File: src/rtl/even_odd_pkg.sv
`default_nettype none
// ============================================================================
//  Module : even_odd_pkg
//  Brief  : Shared types and the sample classifier for the even/odd tally.
//  Rev    : 1.0  initial release
// ============================================================================
package even_odd_pkg;

    typedef enum logic [0:0] {
        CLS_EVEN = 1'b0,
        CLS_ODD  = 1'b1
    } cls_t;

    typedef enum logic [0:0] {
        ST_ACCUM  = 1'b0,
        ST_REPORT = 1'b1
    } tally_state_t;

    // The sample LSB is authoritative; the checker flags are only cross-checked.
    function automatic cls_t classify(input logic n0);
        return n0 ? CLS_ODD : CLS_EVEN;
    endfunction

endpackage
`default_nettype wire

File: src/rtl/run_tracker.sv
`default_nettype none
// ============================================================================
//  Module : run_tracker
//  Brief  : Tracks the current and longest run of same-class samples.
//  Rev    : 1.0  initial release
// ============================================================================
module run_tracker
    import even_odd_pkg::*;
#(
    parameter int CNT_W = 5
) (
    input  logic             clk,
    input  logic             rst,
    input  logic             clear,
    input  logic             step,
    input  cls_t             cls,
    output logic [CNT_W-1:0] cur_run,
    output logic [CNT_W-1:0] max_run
);

    logic [CNT_W-1:0] r_cur_run;
    logic [CNT_W-1:0] r_max_run;
    cls_t             r_prev_cls;
    logic [CNT_W-1:0] w_next_run;

    // A zero current run marks the first sample of a window.
    always_comb begin
        w_next_run = CNT_W'(1);
        if (r_cur_run != '0 && cls == r_prev_cls) begin
            w_next_run = r_cur_run + CNT_W'(1);
        end
    end

    always_ff @(posedge clk) begin
        if (rst || clear) begin
            r_cur_run  <= '0;
            r_max_run  <= '0;
            r_prev_cls <= CLS_EVEN;
        end else if (step) begin
            r_cur_run  <= w_next_run;
            r_prev_cls <= cls;
            if (w_next_run > r_max_run) begin
                r_max_run <= w_next_run;
            end
        end
    end

    assign cur_run = r_cur_run;
    assign max_run = r_max_run;

endmodule
`default_nettype wire

File: src/rtl/even_odd_tally.sv
`default_nettype none
// ============================================================================
//  Module : even_odd_tally
//  Brief  : Tallies a window of even/odd samples and emits one report per window.
//  Rev    : 1.0  initial release
// ============================================================================
module even_odd_tally
    import even_odd_pkg::*;
#(
    parameter int WIDTH  = 8,
    parameter int WINDOW = 16,
    parameter int CNT_W  = $clog2(WINDOW + 1)
) (
    input  logic             clk,
    input  logic             rst,
    input  logic             in_valid,
    output logic             in_ready,
    input  logic [WIDTH-1:0] n,
    input  logic             even,
    input  logic             odd,
    output logic             rep_valid,
    input  logic             rep_ready,
    output logic [CNT_W-1:0] even_cnt,
    output logic [CNT_W-1:0] odd_cnt,
    output logic [CNT_W-1:0] max_run,
    output logic             mismatch
);

    tally_state_t     r_state;
    logic [CNT_W-1:0] r_samp_cnt;
    logic [CNT_W-1:0] r_even_cnt;
    logic [CNT_W-1:0] r_odd_cnt;
    logic             r_mismatch;
    logic             r_rep_valid;

    logic             w_accept;
    logic             w_fire;
    logic             w_last;
    logic             w_bad_flags;
    cls_t             w_cls;
    logic [CNT_W-1:0] w_unused_cur_run;
    logic             w_unused_n;

    assign in_ready    = (r_state == ST_ACCUM);
    assign w_accept    = in_valid && in_ready;
    assign w_fire      = r_rep_valid && rep_ready;
    assign w_last      = (r_samp_cnt == CNT_W'(WINDOW - 1));
    assign w_cls       = classify(n[0]);
    assign w_bad_flags = ({even, odd} != {~n[0], n[0]});
    assign w_unused_n  = ^n[WIDTH-1:1];

    always_ff @(posedge clk) begin
        if (rst) begin
            r_state     <= ST_ACCUM;
            r_samp_cnt  <= '0;
            r_even_cnt  <= '0;
            r_odd_cnt   <= '0;
            r_mismatch  <= 1'b0;
            r_rep_valid <= 1'b0;
        end else begin
            case (r_state)
                ST_ACCUM: begin
                    if (w_accept) begin
                        if (w_cls == CLS_ODD) begin
                            r_odd_cnt <= r_odd_cnt + CNT_W'(1);
                        end else begin
                            r_even_cnt <= r_even_cnt + CNT_W'(1);
                        end
                        if (w_bad_flags) begin
                            r_mismatch <= 1'b1;
                        end
                        if (w_last) begin
                            r_samp_cnt  <= '0;
                            r_state     <= ST_REPORT;
                            r_rep_valid <= 1'b1;
                        end else begin
                            r_samp_cnt <= r_samp_cnt + CNT_W'(1);
                        end
                    end
                end
                ST_REPORT: begin
                    // Tallies clear together with the handshake so the next window starts fresh.
                    if (w_fire) begin
                        r_state     <= ST_ACCUM;
                        r_rep_valid <= 1'b0;
                        r_samp_cnt  <= '0;
                        r_even_cnt  <= '0;
                        r_odd_cnt   <= '0;
                        r_mismatch  <= 1'b0;
                    end
                end
                default: begin
                    r_state     <= ST_ACCUM;
                    r_rep_valid <= 1'b0;
                end
            endcase
        end
    end

    run_tracker #(
        .CNT_W (CNT_W)
    ) u_run_tracker (
        .clk     (clk),
        .rst     (rst),
        .clear   (w_fire),
        .step    (w_accept),
        .cls     (w_cls),
        .cur_run (w_unused_cur_run),
        .max_run (max_run)
    );

    assign rep_valid = r_rep_valid;
    assign even_cnt  = r_even_cnt;
    assign odd_cnt   = r_odd_cnt;
    assign mismatch  = r_mismatch;

endmodule
`default_nettype wire

File: config.mk
export PLATFORM = sky130hd
export DESIGN_NAME = even_odd_tally
export DESIGN_NICKNAME = d
export VERILOG_FILES = /design/src/rtl/even_odd_pkg.sv /design/src/rtl/run_tracker.sv /design/src/rtl/even_odd_tally.sv
export SDC_FILE = /design/constraint.sdc
export NUM_CORES = 1
export LEC_CHECK = 0
export ABC_AREA = 1
export BUFFER_PORTS_ARGS = -buffer_cell sky130_fd_sc_hd__buf_2
export CORE_UTILIZATION = 45
export DETAILED_ROUTE_END_ITERATION = 7
export HOLD_SLACK_MARGIN = 0.15
export PLACE_DENSITY = 0.67
export SLEW_MARGIN = 20
export SYNTH_ARGS = -nofsm -noshare
export SYNTH_HDL_FRONTEND = slang
export SYNTH_SLANG_ARGS = --single-unit
File: constraint.sdc
create_clock -name clk -period 2.5 [get_ports clk]
set_input_delay 0.5 -clock clk [delete_from_list [all_inputs] [get_ports clk]]
set_output_delay 0.5 -clock clk [all_outputs]
set_load 0.03 [all_outputs]
# Yosys cells after proc, flatten, opt, wreduce, memory -nomap -nowiden

Cells that the tools add are included.

$add $sub $neg: 4
Multiply operators: 0
Div/mod/pow operators: 0
Magnitude comparators: 1
Equal/unequal tests: 9
Shift-type cells: 0
Multiplexer cells: 23
Bitwise gates (word level): 2
Reduce and logical (&&, ||, !) cells: 11

Operator list:

| operator            | count |
|---|---|
| $mux 5              | 8 |
| $pmux 5 s2          | 3 |
| $add 5x1->5 const B | 4 |
| $reduce_and 3->1    | 4 |
| $ne 2x1->1 const B  | 5 |
| $mux 1              | 9 |
| $pmux 1 s2          | 3 |
| $eq 5x4->1 const B  | 1 |
| $gt 5x5->1          | 1 |
| $reduce_bool 5->1   | 1 |
| $reduce_and 2->1    | 2 |
| $logic_and 1x1->1   | 3 |
| $ne 2x2->1          | 1 |
| $ne 2x2->1 const B  | 1 |
| $not 1->1           | 2 |
| $eq 1x1->1          | 1 |
| $logic_or 1x1->1    | 1 |

Bits in registers: 29
Latch bits: 0
RAM bits: 0
Memory bits (read-only): 0
Input bits: 14
Output and inout port bits: 18
Word-level logic and storage cells: 59
Memories kept: 0

# Depth between registers and ports, before layout

Depth after elaboration: 6
Depth in mapped cells: 16
Mapped depth without buffers: 16

# Modules after synthesis

Synthesis repeated with hierarchy kept, for this count alone.

Cell total of the unflattened synthesis: 243
Area total of the unflattened synthesis: 1,667.8 µm²

By module, submodules not included:

| module         | instances | cells each | area each (µm²) | seq. area each (µm²) |
|---|---|---|---|---|
| even_odd_tally | 1         | 130        | 919.6           | 360.3 |
| run_tracker    | 1         | 113        | 748.2           | 220.2 |

# Worst setup path before layout

No wires, ideal clock.

Path kind: register to register
Start point: register u_run_tracker.r_cur_run[0], in the netlist u_run_tracker.cur_run[0]
End point: register u_run_tracker.r_max_run[4], in the netlist u_run_tracker.max_run[4]
Data arrival time: 1.825 ns
Data required time: 2.387 ns
Slack: 0.562 ns
Cell stages (with the launch flop): 15
Period minus slack after synthesis: 1.938 ns
Cells stage by stage: dfxtp_1 inv_1 ha_1 inv_1 nor2_1 nand2_1 nand2_2 nor2_2 ha_1 a21oi_1 nand3_4 nand2_2 nand2_1 nand2_1 nor2_1

Word-level cells in the longest chain between the ends: 5

Ends and longest elaborated chain:

| item                                                                | line              | RTL |
|---|---|---|
| from (decl)                                                         | run_tracker.sv:21 | `logic [CNT_W-1:0] r_cur_run;` |
| from (signal assigned)                                              | run_tracker.sv:40 | `r_cur_run <= w_next_run;` |
| parallel branches: the longest is 2 deep, another holds $add 5x1->5 | n/a               |  |
| $mux 5 *                                                            | run_tracker.sv:29 | `if (r_cur_run != '0 && cls == r_prev_cls) begin` |
| via u_run_tracker.w_next_run[4]                                     | run_tracker.sv:24 | `logic [CNT_W-1:0] w_next_run;` |
| $gt 5x5->1                                                          | run_tracker.sv:42 | `if (w_next_run > r_max_run) begin` |
| $reduce_and 2->1 (no line)                                          | n/a               |  |
| to (signal assigned)                                                | run_tracker.sv:43 | `r_max_run <= w_next_run;` |
| to (decl)                                                           | run_tracker.sv:22 | `logic [CNT_W-1:0] r_max_run;` |

Mark *: on every way through the listed nets, which the timed path passes.
A chain may end at the register's enable or synchronous reset.

# Final worst setup path

Ends and elaborated chain as after synthesis.

==> impl_metrics.tcl <==
set metrics [dict create \
    status "finished clean" \
    slew_viol_final 0 \
    critPathKind "reg -> reg" \
    ys_ff_latch 29 \
    finalSetupViolCount 0 \
    core_mm2 0.00339 \
    wirelength_um 3170 \
    final_common_cell "nand2_1" \
    clk_pin_slew_worst_paths_ps 100 \
    fin_skew_ps 8.22 \
    grt_pass1_wl_um 5530 \
    maxCapViolations 0 \
    timing.slew.headroom 0.818 \
    firstDrtPassIters 4 \
    io_pins 32 \
    post_cts_buffers 0 \
    avgSynthCellArea_um2 7.13 \
    die_x_um 62.1 \
    ys_seq_area_frac 0.357 \
    clk_latency_ps 330 \
    period_minus_slack_ps 2230 \
    p_leak_nw 0.898 \
    cts_resized 0 \
    tightest_slew_ps 272 \
    ant_nets 0 \
    cts_hold_buf 0 \
    arrival_ps 2460 \
    post-route-period-util 0.891 \
    antenna_found_initial 0 \
    max-clock-path-buffers 2 \
    overflow 0 \
    wl_per_cell_um 10.5 \
    rsz0062_at_grt "no" \
    p_seq_frac 0.381 \
    dr_total_vias 1442 \
    drc 0 \
    clkPwrFrac 0.256 \
    grt_util_all_layers 0.181 \
    synth_area_mm2 0.00163 \
    cts.sinks 29 \
    crit_path_max_fanout 9 \
    min_path_type "in -> reg" \
    cts.htree.levels 2 \
    synth_fp_nets 252 \
    clock.fmax_mhz 449 \
    first_iter_violations 73 \
    die-area_mm2 0.00386 \
    io_buffers 24 \
    switchingPower_mw 0.553 \
    yosysWarnings 0 \
    power.internal_mw 0.893 \
    grt_max_degree 15 \
    startpoint_type "flip-flop" \
    layout-drive-gt1-share 0.215 \
    area_growth_pct 14.5 \
    initial_core_util 0.480 \
    gp_congestion 0.810 \
    via_per_inst 4.77 \
    row_count 21 \
    p_comb_frac 0.363 \
    die_h_um 62.1 \
    p_per_area_mw_per_mm2 777 \
    end_kind "flip-flop" \
    grt_pass1_vias 1291 \
    final_util 0.549 \
    worstPathRequired_ps 2730 \
    dp_hpwl_um 2380 \
    layout.nets 280 \
    ir_worst_vdd_mv 0.330 \
    synth_cell_type_count 27 \
    sw_frac_of_total 0.383 \
    final_cell_mix "nand2_1 (44), inv_1 (29), dfxtp_1 (29)" \
    root_buffer "clkbuf_4" \
    hold_violations 0 \
    n_antenna_cell 0 \
    numCtsBuffers 5 \
    postSynthCellCount 228 \
    totalNegativeSetupSlack_ps 0 \
    cts_tree "done" \
]
==> registers in the layout, indices dropped and copies added, names as in the netlist <==
name                      flops
r_state                       1
u_run_tracker.cur_run         5
rep_valid                     1
u_run_tracker.max_run         5
odd_cnt                       5
r_samp_cnt                    5
mismatch                      1
u_run_tracker.r_prev_cls      1
even_cnt                      5
==> layer usage <==
layer | vias up | part of all wire | global-route usage
met5 | - | 0 | 0
met4 | 0 | 0.019 | 0.0872
met3 | 7 | 0.026 | 0.0441
met2 | 21 | 0.45 | 0.287
met1 | 621 | 0.50 | 0.229
li1 | 793 | - | -
==> through the flow <==
stage / instances / total power [mW] / setup slack, ps / cell area, um^2 / hold slack (ps)
after floorplan: 228 / 0.983 / 562 / 1630 / 461
after global placement: 295 / 1.08 / 311 / 1790 / 471
after detailed placement: 295 / 1.09 / 306 / 1790 / 476
after CTS: 302 / 1.46 / 273 / 1860 / 449
after global routing: 302 / 1.55 / 39.6 / 1860 / 470
final: 302 / 1.45 / 272 / 1860 / 453
==> layout make-up <==
type                    instances  area [um^2]
fillers                       336         1530
clock buffers                   5         37.5
clock inverters                 2         35.0
inverters                      37          146
multi-input cells             159          885
repair buffers                 24          120
well taps                      46         57.6
flip-flops and latches         29          581
==> kinds of logic (layout without fill, tap and decap cells) <==
family	Yosys count	after routing	synth area share
simple gates	107	107	0.318
compound gates	39	39	0.133
buf+inv	40	68	0.0992
fa+ha+maj	10	10	0.0769
xor+xnor	3	3	0.0162
flops	29	29	0.357
==> final timing paths <==
kind	slack (ps)	end	depth (start not counted)	from
max	270	u_run_tracker.max_run[4]	14	u_run_tracker.cur_run[0]
min	450	even_cnt[4]	2	rst
max reg2reg	270	u_run_tracker.max_run[4]	14	u_run_tracker.cur_run[0]
min reg2reg	490	r_samp_cnt[1]	2	r_samp_cnt[1]
==> Yosys cell counts <==
library cell  instances  area (um^2)
ha_1                 10          125
dfxtp_1              29          581
nor3_1                2         10.0
o21ai_0               9         45.0
nand3_4               1         17.5
nand4_1               5         31.3
a21oi_1              21          105
nand2_4               3         33.8
buf_2                 3         15.0
a31oi_1               2         12.5
nand2_1              44          165
nor3_2                1         10.0
o21ai_1               3         15.0
inv_2                 5         18.8
a21oi_4               1         16.3
nor3b_1               1         7.51
xor2_1                3         26.3
nor2_2                3         18.8
nor2_1               23         86.3
nand3_1              16         80.1
inv_4                 3         18.8
o21a_1                2         15.0
nor2_4                1         11.3
a211oi_1              1         7.51
inv_1                29          109
nand3b_1              1         7.51
nand2_2               6         37.5
==> worst max-delay path, stage by stage (launching register included) <==
cell and delay, ps:
dfxtp_1 420, inv_1 100, ha_1 230, inv_1 60, nor2_1 30, nand2_1 110
nand2_2 80, nor2_2 170, ha_1 280, nand2_2 110, nor2_4 50, a21oi_4 250
nand2_2 90, nor2_1 110, nor2_1 50
==> power groups by stage <==
stage          registers [mW]  clock network (mW)  logic (mW)
5_1_grt                 0.559               0.399       0.588
2_1_floorplan           0.637                   0       0.346
3_3_place_gp            0.561                   0       0.518
3_5_place_dp            0.561                   0       0.526
4_1_cts                 0.551               0.381       0.528
6_report                0.551               0.370       0.525
No activity file was read; power rests on OpenSTA's default activity.
